<file path="src/rtl/lock_if.sv">
// Keypad-lock pin bundle: raw buttons and code switches in, lock status out.
// The master modport is the pad/driver side, the slave modport is the sequencer.
interface lock_if;
  logic       set_btn;
  logic       check_btn;
  logic [6:0] code_in;
  logic [2:0] state;
  logic       unlocked;
  logic       alarm_blink;
  logic       locked_out;
  logic [2:0] fail_count;

  modport master (
    output set_btn, check_btn, code_in,
    input  state, unlocked, alarm_blink, locked_out, fail_count
  );

  modport slave (
    input  set_btn, check_btn, code_in,
    output state, unlocked, alarm_blink, locked_out, fail_count
  );
endinterface

</file>
<file path="src/rtl/lock_sequencer.sv">
// Keypad lock sequencer: synchronizes and edge-detects the set/check buttons,
// holds the password, counts consecutive failures with a timed lockout and
// drives the alarm blink. Synchronous active-high reset.
// Optional feature: define LOCK_AUTORELOCK_EN to return OPENED to IDLE after
// OPEN_CYCLES cycles without a button press.
module lock_sequencer #(
  parameter logic [6:0]  RESET_CODE     = 7'h00,
  parameter int unsigned MAX_FAILS      = 3,
  parameter int unsigned LOCKOUT_CYCLES = 1024,
  parameter int unsigned OPEN_CYCLES    = 4096,
  parameter int unsigned BLINK_W        = 9
) (
  input logic   clk,
  input logic   rst,
  lock_if.slave bus
);

  typedef enum logic [2:0] {
    StIdle     = 3'b000,
    StSetAwait = 3'b001,
    StOpened   = 3'b010,
    StAlarm    = 3'b011,
    StInput    = 3'b100,
    StLockout  = 3'b101
  } state_e;

  localparam bit ParamsOk = (MAX_FAILS >= 1) && (MAX_FAILS <= 7) &&
                            (LOCKOUT_CYCLES >= 1) && (LOCKOUT_CYCLES <= 65536) &&
                            (OPEN_CYCLES >= 1) && (OPEN_CYCLES <= 65536) &&
                            (BLINK_W >= 1);

  if (!ParamsOk) begin : g_param_err
    $error("lock_sequencer: parameter out of legal range");
  end

  localparam logic [3:0]  MaxFails = 4'(MAX_FAILS);
  localparam logic [15:0] LockLoad = 16'(LOCKOUT_CYCLES - 1);
`ifdef LOCK_AUTORELOCK_EN
  localparam logic [15:0] OpenLoad = 16'(OPEN_CYCLES - 1);
`endif

  // Button synchronizers and edge detectors.
  logic set_s1_q, set_s2_q, set_prev_q;
  logic chk_s1_q, chk_s2_q, chk_prev_q;
  logic set_pulse, chk_pulse;

  // FSM and datapath state.
  state_e              state_q, state_d;
  logic [6:0]          pwd_q, pwd_d;
  logic [2:0]          fail_q, fail_d;
  logic [15:0]         timer_q, timer_d;
  logic [BLINK_W-1:0]  blink_q, blink_d;
  logic [3:0]          fail_inc;
  logic                unlocked_q, alarm_q, locked_q;

  // Two-flop synchronizer plus previous-value flop per button.
  always_ff @(posedge clk) begin
    if (rst) begin
      set_s1_q   <= 1'b0;
      set_s2_q   <= 1'b0;
      set_prev_q <= 1'b0;
      chk_s1_q   <= 1'b0;
      chk_s2_q   <= 1'b0;
      chk_prev_q <= 1'b0;
    end else begin
      set_s1_q   <= bus.set_btn;
      set_s2_q   <= set_s1_q;
      set_prev_q <= set_s2_q;
      chk_s1_q   <= bus.check_btn;
      chk_s2_q   <= chk_s1_q;
      chk_prev_q <= chk_s2_q;
    end
  end

  // Check wins over set when both pulse together.
  assign chk_pulse = chk_s2_q & ~chk_prev_q;
  assign set_pulse = set_s2_q & ~set_prev_q & ~chk_pulse;

  assign fail_inc = {1'b0, fail_q} + 4'd1;
  assign blink_d  = blink_q + {{(BLINK_W-1){1'b0}}, 1'b1};

  // Next-state logic for the lock FSM, password, failure count and timer.
  always_comb begin
    state_d = state_q;
    pwd_d   = pwd_q;
    fail_d  = fail_q;
    timer_d = timer_q;
    case (state_q)
      StIdle: begin
        if (chk_pulse) state_d = StInput;
      end
      StInput: begin
        if (chk_pulse) begin
          if (bus.code_in == pwd_q) begin
            state_d = StOpened;
            fail_d  = 3'd0;
`ifdef LOCK_AUTORELOCK_EN
            timer_d = OpenLoad;
`endif
          end else if (fail_inc >= MaxFails) begin
            state_d = StLockout;
            fail_d  = 3'd0;
            timer_d = LockLoad;
          end else begin
            state_d = StAlarm;
            fail_d  = fail_inc[2:0];
          end
        end
      end
      StOpened: begin
`ifdef LOCK_AUTORELOCK_EN
        if (chk_pulse || set_pulse) begin
          timer_d = OpenLoad;
        end else if (timer_q == 16'd0) begin
          state_d = StIdle;
        end else begin
          timer_d = timer_q - 16'd1;
        end
`endif
        if (chk_pulse) begin
          state_d = StIdle;
        end else if (set_pulse) begin
          state_d = StSetAwait;
        end
      end
      StSetAwait: begin
        if (chk_pulse) begin
          state_d = StIdle;
        end else if (set_pulse) begin
          pwd_d   = bus.code_in;
          state_d = StIdle;
        end
      end
      StAlarm: begin
        if (chk_pulse) state_d = StIdle;
      end
      StLockout: begin
        if (timer_q == 16'd0) begin
          state_d = StIdle;
        end else begin
          timer_d = timer_q - 16'd1;
        end
      end
      default: state_d = StIdle;
    endcase
  end

  // FSM registers; status outputs are registered from the next state so they
  // always agree with state.
  always_ff @(posedge clk) begin
    if (rst) begin
      state_q    <= StIdle;
      pwd_q      <= RESET_CODE;
      fail_q     <= 3'd0;
      timer_q    <= 16'd0;
      unlocked_q <= 1'b0;
      alarm_q    <= 1'b0;
      locked_q   <= 1'b0;
    end else begin
      state_q    <= state_d;
      pwd_q      <= pwd_d;
      fail_q     <= fail_d;
      timer_q    <= timer_d;
      unlocked_q <= (state_d == StOpened);
      alarm_q    <= (state_d == StAlarm) & blink_d[BLINK_W-1];
      locked_q   <= (state_d == StLockout);
    end
  end

  // Free-running blink counter.
  always_ff @(posedge clk) begin
    if (rst) begin
      blink_q <= '0;
    end else begin
      blink_q <= blink_d;
    end
  end

  assign bus.state       = state_q;
  assign bus.unlocked    = unlocked_q;
  assign bus.alarm_blink = alarm_q;
  assign bus.locked_out  = locked_q;
  assign bus.fail_count  = fail_q;

endmodule
</file>
<file path="src/flat_wrapper.sv">
// flat-port wrapper written by rule: the top's interface ports become plain ports
module lock_sequencer_flat 
#(
  parameter logic [6:0]  RESET_CODE     = 7'h00,
  parameter int unsigned MAX_FAILS      = 3,
  parameter int unsigned LOCKOUT_CYCLES = 1024,
  parameter int unsigned OPEN_CYCLES    = 4096,
  parameter int unsigned BLINK_W        = 9
)
  (clk, rst, bus_set_btn, bus_check_btn, bus_code_in, bus_state, bus_unlocked, bus_alarm_blink, bus_locked_out, bus_fail_count);
  lock_if bus_i ();
  input logic clk;
  input logic rst;
  input wire logic [$bits(bus_i.set_btn)-1:0] bus_set_btn;
  input wire logic [$bits(bus_i.check_btn)-1:0] bus_check_btn;
  input wire logic [$bits(bus_i.code_in)-1:0] bus_code_in;
  output wire logic [$bits(bus_i.state)-1:0] bus_state;
  output wire logic [$bits(bus_i.unlocked)-1:0] bus_unlocked;
  output wire logic [$bits(bus_i.alarm_blink)-1:0] bus_alarm_blink;
  output wire logic [$bits(bus_i.locked_out)-1:0] bus_locked_out;
  output wire logic [$bits(bus_i.fail_count)-1:0] bus_fail_count;
  assign bus_i.set_btn = bus_set_btn;
  assign bus_i.check_btn = bus_check_btn;
  assign bus_i.code_in = bus_code_in;
  assign bus_state = bus_i.state;
  assign bus_unlocked = bus_i.unlocked;
  assign bus_alarm_blink = bus_i.alarm_blink;
  assign bus_locked_out = bus_i.locked_out;
  assign bus_fail_count = bus_i.fail_count;
  lock_sequencer #(.RESET_CODE(RESET_CODE), .MAX_FAILS(MAX_FAILS), .LOCKOUT_CYCLES(LOCKOUT_CYCLES), .OPEN_CYCLES(OPEN_CYCLES), .BLINK_W(BLINK_W)) u_core (.clk(clk), .rst(rst), .bus(bus_i));
endmodule
</file>
<file path="config.mk">
export PLATFORM = sky130hd
export DESIGN_NAME = lock_sequencer_flat
export DESIGN_NICKNAME = d
export VERILOG_FILES = /design/src/rtl/lock_if.sv /design/src/rtl/lock_sequencer.sv /design/src/flat_wrapper.sv
export SDC_FILE = /design/constraint.sdc
export NUM_CORES = 1
export LEC_CHECK = 0
export ABC_AREA = 1
export ABC_CLOCK_PERIOD_IN_PS = 2100
export CAP_MARGIN = 20
export CORE_MARGIN = 8
export CORE_UTILIZATION = 40
export DETAILED_ROUTE_END_ITERATION = 10
export PLACE_DENSITY = 0.67
export SYNTH_ARGS = -nofsm -noshare
export SYNTH_HDL_FRONTEND = slang
export SYNTH_SLANG_ARGS = --single-unit
</file>
<file path="constraint.sdc">
create_clock -name clk -period 2.1 [get_ports clk]
set_input_delay 0.63 -clock clk [delete_from_list [all_inputs] [get_ports clk]]
set_output_delay 0.63 -clock clk [all_outputs]
set_load 0.01 [all_outputs]
</file>
==> impl_metrics.csv <==
group,metric,value,unit
grt,met2_capacity_usage_during_global_routing,0.189,
timing,fin_clk_skew,0.00513,ns
synthesis,synthTopCellsByCount,"68 x sky130_fd_sc_hd__nand2_1, 60 x sky130_fd_sc_hd__nor2_1, 47 x sky130_fd_sc_hd__dfxtp_1",
setup_path,path_class,"input pin to flip-flop",
timing,maxSlewViolCount,0,
pwr,power-per-cell-area,634,nW/um^2
setup_path,rr_worst_depth,9,
synthesis,synth-simple-area-share,0.324,
grt,initial_antenna_violation_count,0,
timing,fin_crit,1.95,ns
setup_path,worstReg2RegEnd,"u_core.timer_q[9]$_SDFFE_PP0P_",
synthesis,synth.area.top_cells,"sky130_fd_sc_hd__dfxtp_1 40%, sky130_fd_sc_hd__nand2_1 11%, sky130_fd_sc_hd__nor2_1 9.6%, sky130_fd_sc_hd__inv_1 6.7%, sky130_fd_sc_hd__a21oi_1 5.9%",
cts,cts.path.max_buffers,2,
synthesis,post_synth_num_cell_types,29,
layout,fin_cells,442,
grt,grt.total_usage,0.113,
hold_path,hold_path_depth,2,
layout,antenna_cells,0,
route,wirelength,4.55,mm
setup_path,cp_cell_sequence,"clkdlybuf4s50_1 -> inv_1 -> nand2_1 -> nand2_1 -> nor2_1 -> nand2_1 -> nor2_1 -> nor2_1 -> nand2_2 -> nand2_1 -> buf_12 -> o21ai_0 -> nor2_1",
setup_path,worstReg2RegStart,"u_core.timer_q[0]$_SDFFE_PP0P_",
grt,global_route_wire_length_before_repair,8.10,mm
setup_path,setup.reg_to_reg.worst_slack,0.39,ns
die,std_cell_rows,28,
synthesis,main_combinational_cell_family_by_area_after_synthesis,"simple AND/OR/NAND/NOR gates",
placed_design,dp_cells,434,
timing,final_worst_setup_slack,0.153,ns
die,core-area,5820,sq um
pwr,ir_worst_vdd,0.470,mV
setup_path,critPathRequiredTime,2.30,ns
synthesis,post_synth.cell_area_avg,6.89,sq um
setup_path,crit_slowest_cell,"sky130_fd_sc_hd__clkdlybuf4s50_1",
die,die_height,92.8,um
route,num_vias,2077,
setup_path,critical_path_peak_fanout,16,
die,start_util,0.405,
outcome,outcome,"finished, final reports clean",
synthesis,post_synth_inst_count,342,
synthesis,synth_compound_gate_area_share,0.111,
synthesis,yosysTopAreaCellShare,0.399,
pwr,cellLeakagePower,1.20,nW
grt,grt-ovfl-total,0,
cts,cts_buffers,5,
grt,first_global_vias,1886,
cts,tritoncts,"done",
route,drc,0,
synthesis,synth.cell_area,2360,sq um
grt,globalRouteMet3Util,0.0251,
setup_path,worstSetupEndpointType,"flip-flop",
cts,cts_num_sinks,47,
placed_design,portBuffers,19,
layout,design.final.nets,381,
grt,gr-usage-met1,0.136,
synthesis,yosysSeqAreaShare,0.399,
grt,grt_max_degree,20,
synthesis,synth.largest_area_cell,"sky130_fd_sc_hd__dfxtp_1",
placed_design,place_ws,-0.175,ns
job,maxCapViolations,0,
synthesis,synthAdderAreaFrac,0.0212,
hold_path,hold_start,"u_core.set_s1_q$_SDFF_PP0_",
synthesis,yosys_register_bits,47,
synthesis,post_synth_xor_area_fraction,0.0483,
grt,busiest_layer,"met2",
timing,fmax,0.513,GHz
layout,layout-drive-gt1-share,0.0736,
placed_design,detailed_place.area,2650,sq um
die,io_pins,20,
timing,timing.max_slew.rel_slack,0.731,
synthesis,synthesis.yosys.warnings,0,
cts,cts-htree-levels,2,
layout,design_area,2780,sq um
die,die_x,92.8,um
timing,fin_worst_hold_slack,0.402,ns
layout,post-route-util,0.478,
synthesis,synth_flop_cell,"sky130_fd_sc_hd__dfxtp_1",
synthesis,number_of_flops_mapped_to_enable_cells_by_yosys,0,
synthesis,synthMuxAreaShare,0,
route,drtPass1Iterations,4,
placed_design,globalplace.congestion,0.860,
hold_path,worst_hold_path_type,"flip-flop to flip-flop",
layout,layout-area-overhead-vs-synth,17.9,%
setup_path,critPathLaunchType,"input pin",
route,ant_nets,0,
route,post_drt_wl_per_cell,10.3,um
timing,timing.final.hold_violations,0,
setup_path,critical-path-max-stage-delay,0.50,ns
synthesis,dominant_cell_by_count_in_the_synthesized_netlist,"sky130_fd_sc_hd__nand2_1",
placed_design,place_hpwl,3.34,mm
timing,grt_setup_unrepaired,"false",
synthesis,synth_nets,357,
setup_path,critical_path_arrival,2.14,ns
timing,final_min_period_over_clock_period,0.927,
timing,finalSetupViolCount,0,
die,dieArea,8610,sq um
synthesis,async_flop_share,0,
cts,clock-root-buffer,"sky130_fd_sc_hd__clkbuf_8",
timing,worstMarginPinSlew,0.403,ns
cts,worst_skew_pair.late_latency,0.29,ns
hold_path,holdPathEnd,"u_core.set_s2_q$_SDFF_PP0_",
cts,clkTransAtPathRegs,0.09,ns
route,viasPerCell,4.70,
route,drt-initial-drc-count,99,
[metrics by stage]
step	TNS [ns]	total power, mW
detailed placement	-2.38	1.02
CTS	0	1.79
global route	0	1.84
finish	0	1.76
global placement	-1.37	1.02
floorplan	0	0.975
[sequential cells by signal, summed over array words and instances, names as in the netlist]
| name | count |
|---|---|
| u_core.set_s2_q | 1 |
| u_core.bus.alarm_blink | 1 |
| u_core.bus.unlocked | 1 |
| u_core.bus.fail_count | 3 |
| u_core.pwd_q | 7 |
| u_core.chk_s2_q | 1 |
| u_core.set_s1_q | 1 |
| u_core.chk_s1_q | 1 |
| u_core.blink_q | 9 |
| u_core.bus.state | 3 |
| u_core.set_prev_q | 1 |
| u_core.timer_q | 16 |
| u_core.bus.locked_out | 1 |
| u_core.chk_prev_q | 1 |
[report_power, final]
group          total, mW  internal, mW  switching [mW]  leakage [nW]
Combinational     0.0866        0.0412          0.0454         0.749
Sequential         0.909         0.902         0.00692         0.381
Clock              0.766         0.476           0.291        0.0654
[per-layer routing]
layer / vias to the layer above / routed length (um)
met1: 917 / 2190
li1: 1123 / -
met5: - / 0
met4: 0 / 70
met3: 7 / 168
met2: 30 / 2110
[worst max-delay path, delay by kind of cell]
family / cells / cell delay [ns]
and+or+nand+nor: 9 / 0.67
buffers and inverters: 3 / 0.71
AOI/OAI and AO/OA: 1 / 0.14
[how the worst max path moves through the flow]
stage / slack [ns] / start / cells after the start / endpoint
2_1_floorplan: 0.40 / bus_code_in[1] / 12 / u_core.timer_q[2]$_SDFFE_PP0P_
3_3_place_gp: -0.11 / bus_code_in[1] / 13 / u_core.timer_q[0]$_SDFFE_PP0P_
3_5_place_dp: -0.18 / bus_code_in[1] / 13 / u_core.timer_q[1]$_SDFFE_PP0P_
4_1_cts: 0.04 / u_core.bus.state[1]$_SDFF_PP0_ / 1 / bus_state[1]
5_1_grt: 0.02 / bus_code_in[1] / 12 / u_core.timer_q[3]$_SDFFE_PP0P_
6_report: 0.15 / bus_code_in[1] / 13 / u_core.timer_q[0]$_SDFFE_PP0P_
[cells in the final DEF (no fill, tap or decap), drive strengths merged, types with 2 or more instances in the layout]
| master | n |
|---|---|
| nor2 | 63 |
| xnor2 | 5 |
| nor3 | 9 |
| nand2 | 71 |
| clkbuf | 6 |
| or2 | 3 |
| o21ai | 20 |
| ha | 4 |
| xor2 | 8 |
| clkdlybuf4s50 | 19 |
| nand3 | 26 |
| o21bai | 2 |
| bufinv | 2 |
| inv | 42 |
| a21oi | 28 |
| buf | 8 |
| dfxtp | 47 |
[cell families after synthesis]
family                     after synthesis
AOI/OAI and AO/OA                       51
DFF                                     47
adders and majority gates                4
xor gates and xnor gates                13
and+or+nand+nor                        175
buffers and inverters                   52
[layout make-up]
type                    count  area (sq um)
multi-input cells         243          1190
clock inverters             2          60.1
inverters                  42           158
repair buffers             27           263
fillers                   612          3040
flip-flops and latches     47           942
well taps                  75          93.8
clock buffers               6          72.6
[what timing repair did]
item,4_1_cts,5_1_grt
buffers inserted,0,0
hold endpoints to repair,0,0
hold buffers,0,0
gates resized for setup,0,1
endpoints found under the setup margin,0,1
Note: power is estimated with default switching activity, not from simulation.
